File: src/rtl/fetch_unit.sv
// Instruction-fetch stage and IF/ID pipeline register.
// Fetches over a request/valid handshake with variable latency. A stall
// freezes the PC and IF/ID. A taken branch redirects the PC and flushes the
// wrong-path instruction. A fetch that completes during a stall is parked
// in a one-entry holding buffer, and it drains into IF/ID when the stall
// releases.
//
//   state | meaning
//   FETCH | request outstanding at PC; IF/ID advances on imem_valid
//   HOLD  | fetched word parked in buffer; no request, waits for stall=0
module fetch_unit #(
    parameter logic [31:0] RESET_PC = 32'h0000_0000,
    parameter logic [31:0] NOP      = 32'h0000_0000,
    parameter int          CNT_W    = 16
) (
    input  logic             clock,
    input  logic             resetn,
    input  logic             stall,
    input  logic             branch_taken,
    input  logic [31:0]      branch_target,
    output logic             imem_req,
    output logic [31:0]      imem_addr,
    input  logic [31:0]      imem_rdata,
    input  logic             imem_valid,
    output logic [31:0]      ifid_ir,
    output logic [31:0]      ifid_pc4,
    output logic             ifid_valid,
    output logic             idex_bubble,
    output logic [CNT_W-1:0] stall_cycles
);

    typedef enum logic {
        FETCH = 1'b0,
        HOLD  = 1'b1
    } state_t;

    state_t            state_q;
    logic [31:0]       pc_q;
    logic [31:0]       ir_q;
    logic [31:0]       pc4_q;
    logic              valid_q;
    logic [31:0]       buf_ir_q;
    logic [31:0]       buf_pc4_q;
    logic [CNT_W-1:0]  cnt_q;
    logic [31:0]       pc_plus4_d;

    // PC increment (wraps modulo 2^32)
    assign pc_plus4_d = pc_q + 32'd4;

    // Fetch FSM, PC, IF/ID register, holding buffer and stall counter
    always_ff @(posedge clock or negedge resetn) begin
        if (!resetn) begin
            state_q   <= FETCH;
            pc_q      <= RESET_PC;
            ir_q      <= NOP;
            pc4_q     <= 32'h0000_0000;
            valid_q   <= 1'b0;
            buf_ir_q  <= NOP;
            buf_pc4_q <= 32'h0000_0000;
            cnt_q     <= '0;
        end else begin
            if (stall && (cnt_q != {CNT_W{1'b1}})) begin
                cnt_q <= cnt_q + CNT_W'(1);
            end
            if (!stall && branch_taken) begin
                // A stalled branch is still unresolved, so only an unstalled one flushes
                pc_q    <= {branch_target[31:2], 2'b00};
                ir_q    <= NOP;
                valid_q <= 1'b0;
                state_q <= FETCH;
            end else begin
                case (state_q)
                    FETCH: begin
                        if (imem_valid) begin
                            pc_q <= pc_plus4_d;
                            if (stall) begin
                                buf_ir_q  <= imem_rdata;
                                buf_pc4_q <= pc_plus4_d;
                                state_q   <= HOLD;
                            end else begin
                                ir_q    <= imem_rdata;
                                pc4_q   <= pc_plus4_d;
                                valid_q <= 1'b1;
                            end
                        end else if (!stall) begin
                            ir_q    <= NOP;
                            valid_q <= 1'b0;
                        end
                    end
                    HOLD: begin
                        if (!stall) begin
                            ir_q    <= buf_ir_q;
                            pc4_q   <= buf_pc4_q;
                            valid_q <= 1'b1;
                            state_q <= FETCH;
                        end
                    end
                    default: state_q <= FETCH;
                endcase
            end
        end
    end

    // Request is gated by reset so nothing is fetched while held in reset
    assign imem_req     = resetn && (state_q == FETCH);
    assign imem_addr    = pc_q;
    assign ifid_ir      = ir_q;
    assign ifid_pc4     = pc4_q;
    assign ifid_valid   = valid_q;
    assign idex_bubble  = stall;
    assign stall_cycles = cnt_q;

endmodule

File: config.mk
export PLATFORM = sky130hd
export DESIGN_NAME = fetch_unit
export DESIGN_NICKNAME = d
export VERILOG_FILES = /design/src/rtl/fetch_unit.sv
export SDC_FILE = /design/constraint.sdc
export NUM_CORES = 1
export LEC_CHECK = 0
export ABC_AREA = 1
export BUFFER_PORTS_ARGS = -buffer_cell sky130_fd_sc_hd__clkbuf_2
export CORE_UTILIZATION = 55
export DETAILED_ROUTE_END_ITERATION = 8
export PLACE_DENSITY = 0.79
export SLEW_MARGIN = 20
export SYNTH_ARGS = -nofsm -noshare
export SYNTH_HDL_FRONTEND = slang
export SYNTH_SLANG_ARGS = --single-unit
File: constraint.sdc
create_clock -name clock -period 1.75 [get_ports clock]
set_input_delay 0.175 -clock clock [delete_from_list [all_inputs] [get_ports clock]]
set_output_delay 0.175 -clock clock [all_outputs]
set_load 0.005 [all_outputs]
---- Yosys cells after proc, flatten, opt, wreduce, memory -nomap -nowiden ----
Index checks and enable logic that the tools add are counted.
word-level totals
  logic and storage cells ................. 51
  output and inout bits ................... 115
  register bits ........................... 178
  bits of input ports ..................... 69
cells by class
  reduce and logical (&&, ||, !) cells .... 9
  bitwise gates (word level) .............. 2
  mux-type cells .......................... 22
  $add $sub $neg .......................... 2
  equality and inequality tests ........... 8
operators by type and width
  cell                                                                      number
  32-bit 2-to-1 mux                                                         11
  32-bit one-hot mux with 2 select lines                                    2
  32-bit by 3-bit adder with 32-bit output (second input constant)          1
  16-bit by 1-bit adder with 16-bit output (second input constant)          1
  16-bit inequality test (second input constant)                            1
  4-bit AND reduction                                                       2
  1-bit 2-to-1 mux                                                          7
  2-bit inequality test (second input constant)                             3
  4-bit inequality test (second input constant)                             1
  1-bit one-hot mux with 2 select lines                                     2
  2-bit AND reduction                                                       2
  1-bit logical AND                                                         3
  3-bit by 2-bit inequality test with 1-bit output (second input constant)  1
  3-bit inequality test (second input constant)                             1
  2-bit by 1-bit inequality test with 1-bit output (second input constant)  1
  1-bit NOT                                                                 2
  2-bit nonzero test                                                        1
  1-bit zero test                                                           1

---- Depth between registers and ports, before layout ----
  depth in word-level cells ............... 4
  mapped depth ............................ 10
  depth with buffers taken out ............ 10

---- Least setup slack after synthesis ----
No wires, ideal clock.
  kind .................................... register -> register
  from .................................... register pc_q[2] (netlist: imem_addr[2])
  to ...................................... register pc_q[18] (netlist: imem_addr[18])
  path slack .............................. 223 ps
  buffers on the path ..................... 0
  arrival ................................. 1,404 ps
  period minus slack after synthesis ...... 1,527 ps
  setup time .............................. 124 ps
  cell stages (with the launch flop) ...... 8
  data required time ...................... 1,626 ps
  cells stage by stage .................... dfrtp_1 > ha_1 > nand2_2 > nor2_4 > nand2_4 > o21ai_0 > and2_4 > o21bai_2
on the way
  cells in the longest elaborated chain, start to end .. 4
RTL lines
  what                                      RTL line  text
  start, declared                           38        logic [31:0] pc_q;
  start signal, assigned                    67        pc_q <= {branch_target[31:2], 2'b00};
  start signal, assigned                    75        pc_q <= pc_plus4_d;
  32-bit by 3-bit adder with 32-bit output  48        assign pc_plus4_d = pc_q + 32'd4;
  32-bit 2-to-1 mux                         74        if (imem_valid) begin
  32-bit 2-to-1 mux                         72        case (state_q)
  32-bit 2-to-1 mux                         65        if (!stall && branch_taken) begin
Every way passes these cells. The select of a mux whose other input is x is not followed.
A chain may end at the register's enable or synchronous reset.

---- Worst setup path after layout ----
  from .................................... register pc_q[2] (netlist: imem_addr[2])
  to ...................................... register pc4_q[6] (netlist: ifid_pc4[6])
on the way
  cells in the longest elaborated chain, start to end .. 4
RTL lines
  what                                      RTL line  text
  32-bit by 3-bit adder with 32-bit output  48
  32-bit 2-to-1 mux                         76        if (stall) begin
  32-bit 2-to-1 mux                         74
  32-bit one-hot mux with 2 select lines    72
  end signal, assigned                      82        pc4_q <= pc_plus4_d;
  end signal, assigned                      93        pc4_q <= buf_pc4_q;
  end, declared                             40        logic [31:0] pc4_q;
Every way passes these cells. The select of a mux whose other input is x is not followed.

==> results.py <==
metrics = {
    "critical_path": {
        "cp.required_ns": 2.07,
        "cp-end-kind": "flop",
        "path_class": "reg2reg",
        "cp.arrival_ns": 1.99,
        "crit_fanout": 5,
        "start_kind": "flop",
        "ff2ff_setup_slack_ns": 0.08,
        "worstRegToRegCells": 7,
        "r2r_end": "ifid_pc4[6]",
        "timing.rr.start": "imem_addr[2]",
    },
    "floorplanning": {
        "die_area_mm2": 0.0159,
        "io_pins": 184,
        "start_util": 0.573,
        "die_h_um": 126,
        "num_rows": 44,
        "coreArea_mm2": 0.0148,
        "die_w_um": 126,
    },
    "placed_design": {
        "place_ws_ns": 0.121,
        "dp_hpwl_mm": 15.2,
        "placed_cells": 1425,
        "io_buffers": 177,
        "gp_congestion": 0.905,
    },
    "pwr": {
        "power_leakage_uw": 0.00554,
        "p_total_uw": 11600,
        "ir_drop_v": 0.000795,
        "p_per_area_mw_per_mm2": 1070,
    },
    "global_route": {
        "grt_max_degree": 102,
        "grt_pass1_vias": 7652,
        "grt-ovfl-total": 0,
        "grt_antenna_before_repair": 0,
        "grt_pass1_wl_mm": 37.6,
        "track_usage": 0.300,
    },
    "sta": {
        "worst_slew_pin_slew_ns": 0.910,
        "slew_violations": 0,
        "setup_viol": 0,
        "rsz0062_at_grt": "true",
        "skew_ns": 0.00694,
        "fmax_mhz": 597,
        "fin_ws_ns": 0.0760,
        "slew_headroom": 0.393,
        "period_share": 0.957,
        "period_minus_slack_ns": 1.67,
        "finalSetupTns_ns": 0,
        "hold_viol_final": 0,
    },
    "detailed_routing": {
        "wl_met2_mm": 10.8,
        "met3_length_mm": 1.68,
        "firstDrtPassIters": 5,
        "dr.first_iter.drc_count": 911,
        "wl_met1_mm": 9.81,
        "maxUsedRoutingLayer": "met4",
        "wl_per_cell_um": 15.1,
        "drt-total-wl_mm": 22.9,
        "via_count": 8157,
        "drc": 0,
        "viasPerCell": 5.40,
        "drt.antenna.violating_nets": 0,
    },
    "synth": {
        "synth-seq-cells": 172,
        "netlist_area_mm2": 0.00846,
        "ys.warnings.count": 0,
        "ys_seq_area_frac": 0.509,
        "yosysUniqueCellTypes": 36,
        "syn_area_per_cell_um2": 7.80,
        "synth_cells": 1084,
    },
    "job": {
        "drv_cap": 0,
    },
    "layout": {
        "drive_gt1_frac": 0.211,
        "n_antenna_cell": 0,
        "final_util": 0.731,
        "nets": 1384,
        "synthToLayoutAreaGrowth_pct": 27.5,
        "final_cell_mix": "432 x nand2_1, 176 x clkbuf_2, 171 x dfrtp_1",
        "mostFrequentLayoutCell": "nand2_1",
        "fin_cells": 1510,
    },
    "worst_hold_path": {
        "hp-start": "stall",
        "hold_end": "ifid_valid",
        "hold_path_class": "in2reg",
        "min_path_cells": 3,
    },
    "clock_tree": {
        "cts_tree": "built",
        "h-tree-depth": 4,
        "cts.sinks": 172,
        "cts-buffers-inserted": 17,
        "cts.path.max_buffers": 2,
        "clk_pin_slew_ns": 0.06,
        "cts-root-buf": "clkbuf_16",
        "worstSkewPairLatency_ns": 0.43,
    },
    "outcome": {
        "status": "finished, final reports clean",
    },
}
## cell families after synthesis
| group | count (synthesis) | share of synthesized area |
|---|---|---|
| xor+xnor | 15 | 0.0155 |
| other cells | 1 | 0.000443 |
| buf+inv | 132 | 0.0658 |
| compound gates | 171 | 0.119 |
| fa+ha+maj | 2 | 0.00296 |
| simple gates | 591 | 0.287 |
| flops | 172 | 0.509 |
## sequential cells by signal (all words and copies together) (netlist names)
signal and flops:
ifid_ir 32, ifid_pc4 30, buf_pc4_q 30, imem_addr 30
ifid_valid 1, state_q 1, stall_cycles 16, buf_ir_q 32
## synthesized netlist by cell type, drive strengths merged
| library cell | count | share of area |
|---|---|---|
| a21oi | 32 | 0.019 |
| a22oi | 32 | 0.028 |
| a31oi | 3 | 0.0022 |
| and2 | 2 | 0.0021 |
| buf | 34 | 0.022 |
| clkbuf | 21 | 0.0093 |
| conb | 1 | 0.00044 |
| dfrtp | 172 | 0.51 |
| ha | 2 | 0.0030 |
| inv | 77 | 0.034 |
| nand2 | 442 | 0.20 |
| nand3 | 59 | 0.035 |
| nand3b | 4 | 0.0035 |
| nand4 | 4 | 0.0030 |
| nor2 | 73 | 0.039 |
| nor3 | 5 | 0.0030 |
| nor3b | 1 | 0.00089 |
| o211ai | 13 | 0.012 |
| o21a | 3 | 0.0027 |
| o21ai | 85 | 0.052 |
| o21bai | 2 | 0.0027 |
| o221ai | 1 | 0.0010 |
| or2 | 1 | 0.00074 |
| xnor2 | 5 | 0.0052 |
| xor2 | 10 | 0.010 |
## worst max path at each step
stage,from,depth (start not counted),slack (ns),to
after detailed placement,imem_addr[2],10,0.12,imem_addr[28]
after global placement,imem_addr[2],10,0.16,ifid_pc4[28]
final,imem_addr[2],7,0.08,ifid_pc4[6]
after floorplan,imem_addr[2],7,0.22,imem_addr[18]
after CTS,imem_addr[2],10,0.07,imem_addr[28]
after global routing,imem_addr[10],9,-0.01,imem_addr[22]
## through the flow
step / hold slack [ns] / area (um^2)
after CTS: 0.000722 / 10700
after floorplan: -0.121 / 8470
after global routing: 0.0102 / 10800
after global placement: 0.278 / 9650
final: 0.000846 / 10800
after detailed placement: 0.282 / 9650
## critical path: stages (launching register included)
cell	delay [ns]
dfrtp_1	0.38
ha_2	0.20
nand2_2	0.09
nor2_4	0.06
buf_4	0.14
xnor2_1	0.38
o21ai_0	0.18
o21a_1	0.13
## repair_timing
item / 4_1_cts / 5_1_grt
setup endpoints to repair: 0 / 14
resized for setup: 0 / 10
setup buffers: 0 / 2
hold endpoints to repair: 151 / 0
hold buffers: 51 / 0
## power by group
part / switching, uW / total, uW / internal, uW
registers: 556 / 5250 / 4700
logic: 1460 / 2560 / 1090
clock network: 1600 / 3750 / 2150
total: 3620 / 11600 / 7940
## routing by layer
metal	vias to the layer above	track usage
li1	3940	-
met1	3803	0.408
met2	379	0.486
met3	35	0.0446
met4	0	0.124
met5	-	0
## final cells by class
type                       instances  area, um^2
tap                              184         230
multi-input combinational        783        3650
sequential                       172        4310
fill                            1156        3970
clock buffer                      19         443
inverter                          77         289
clock inverter                    13         140
timing repair buffer             262        1720
Note: power is estimated with default switching activity, not from simulation.
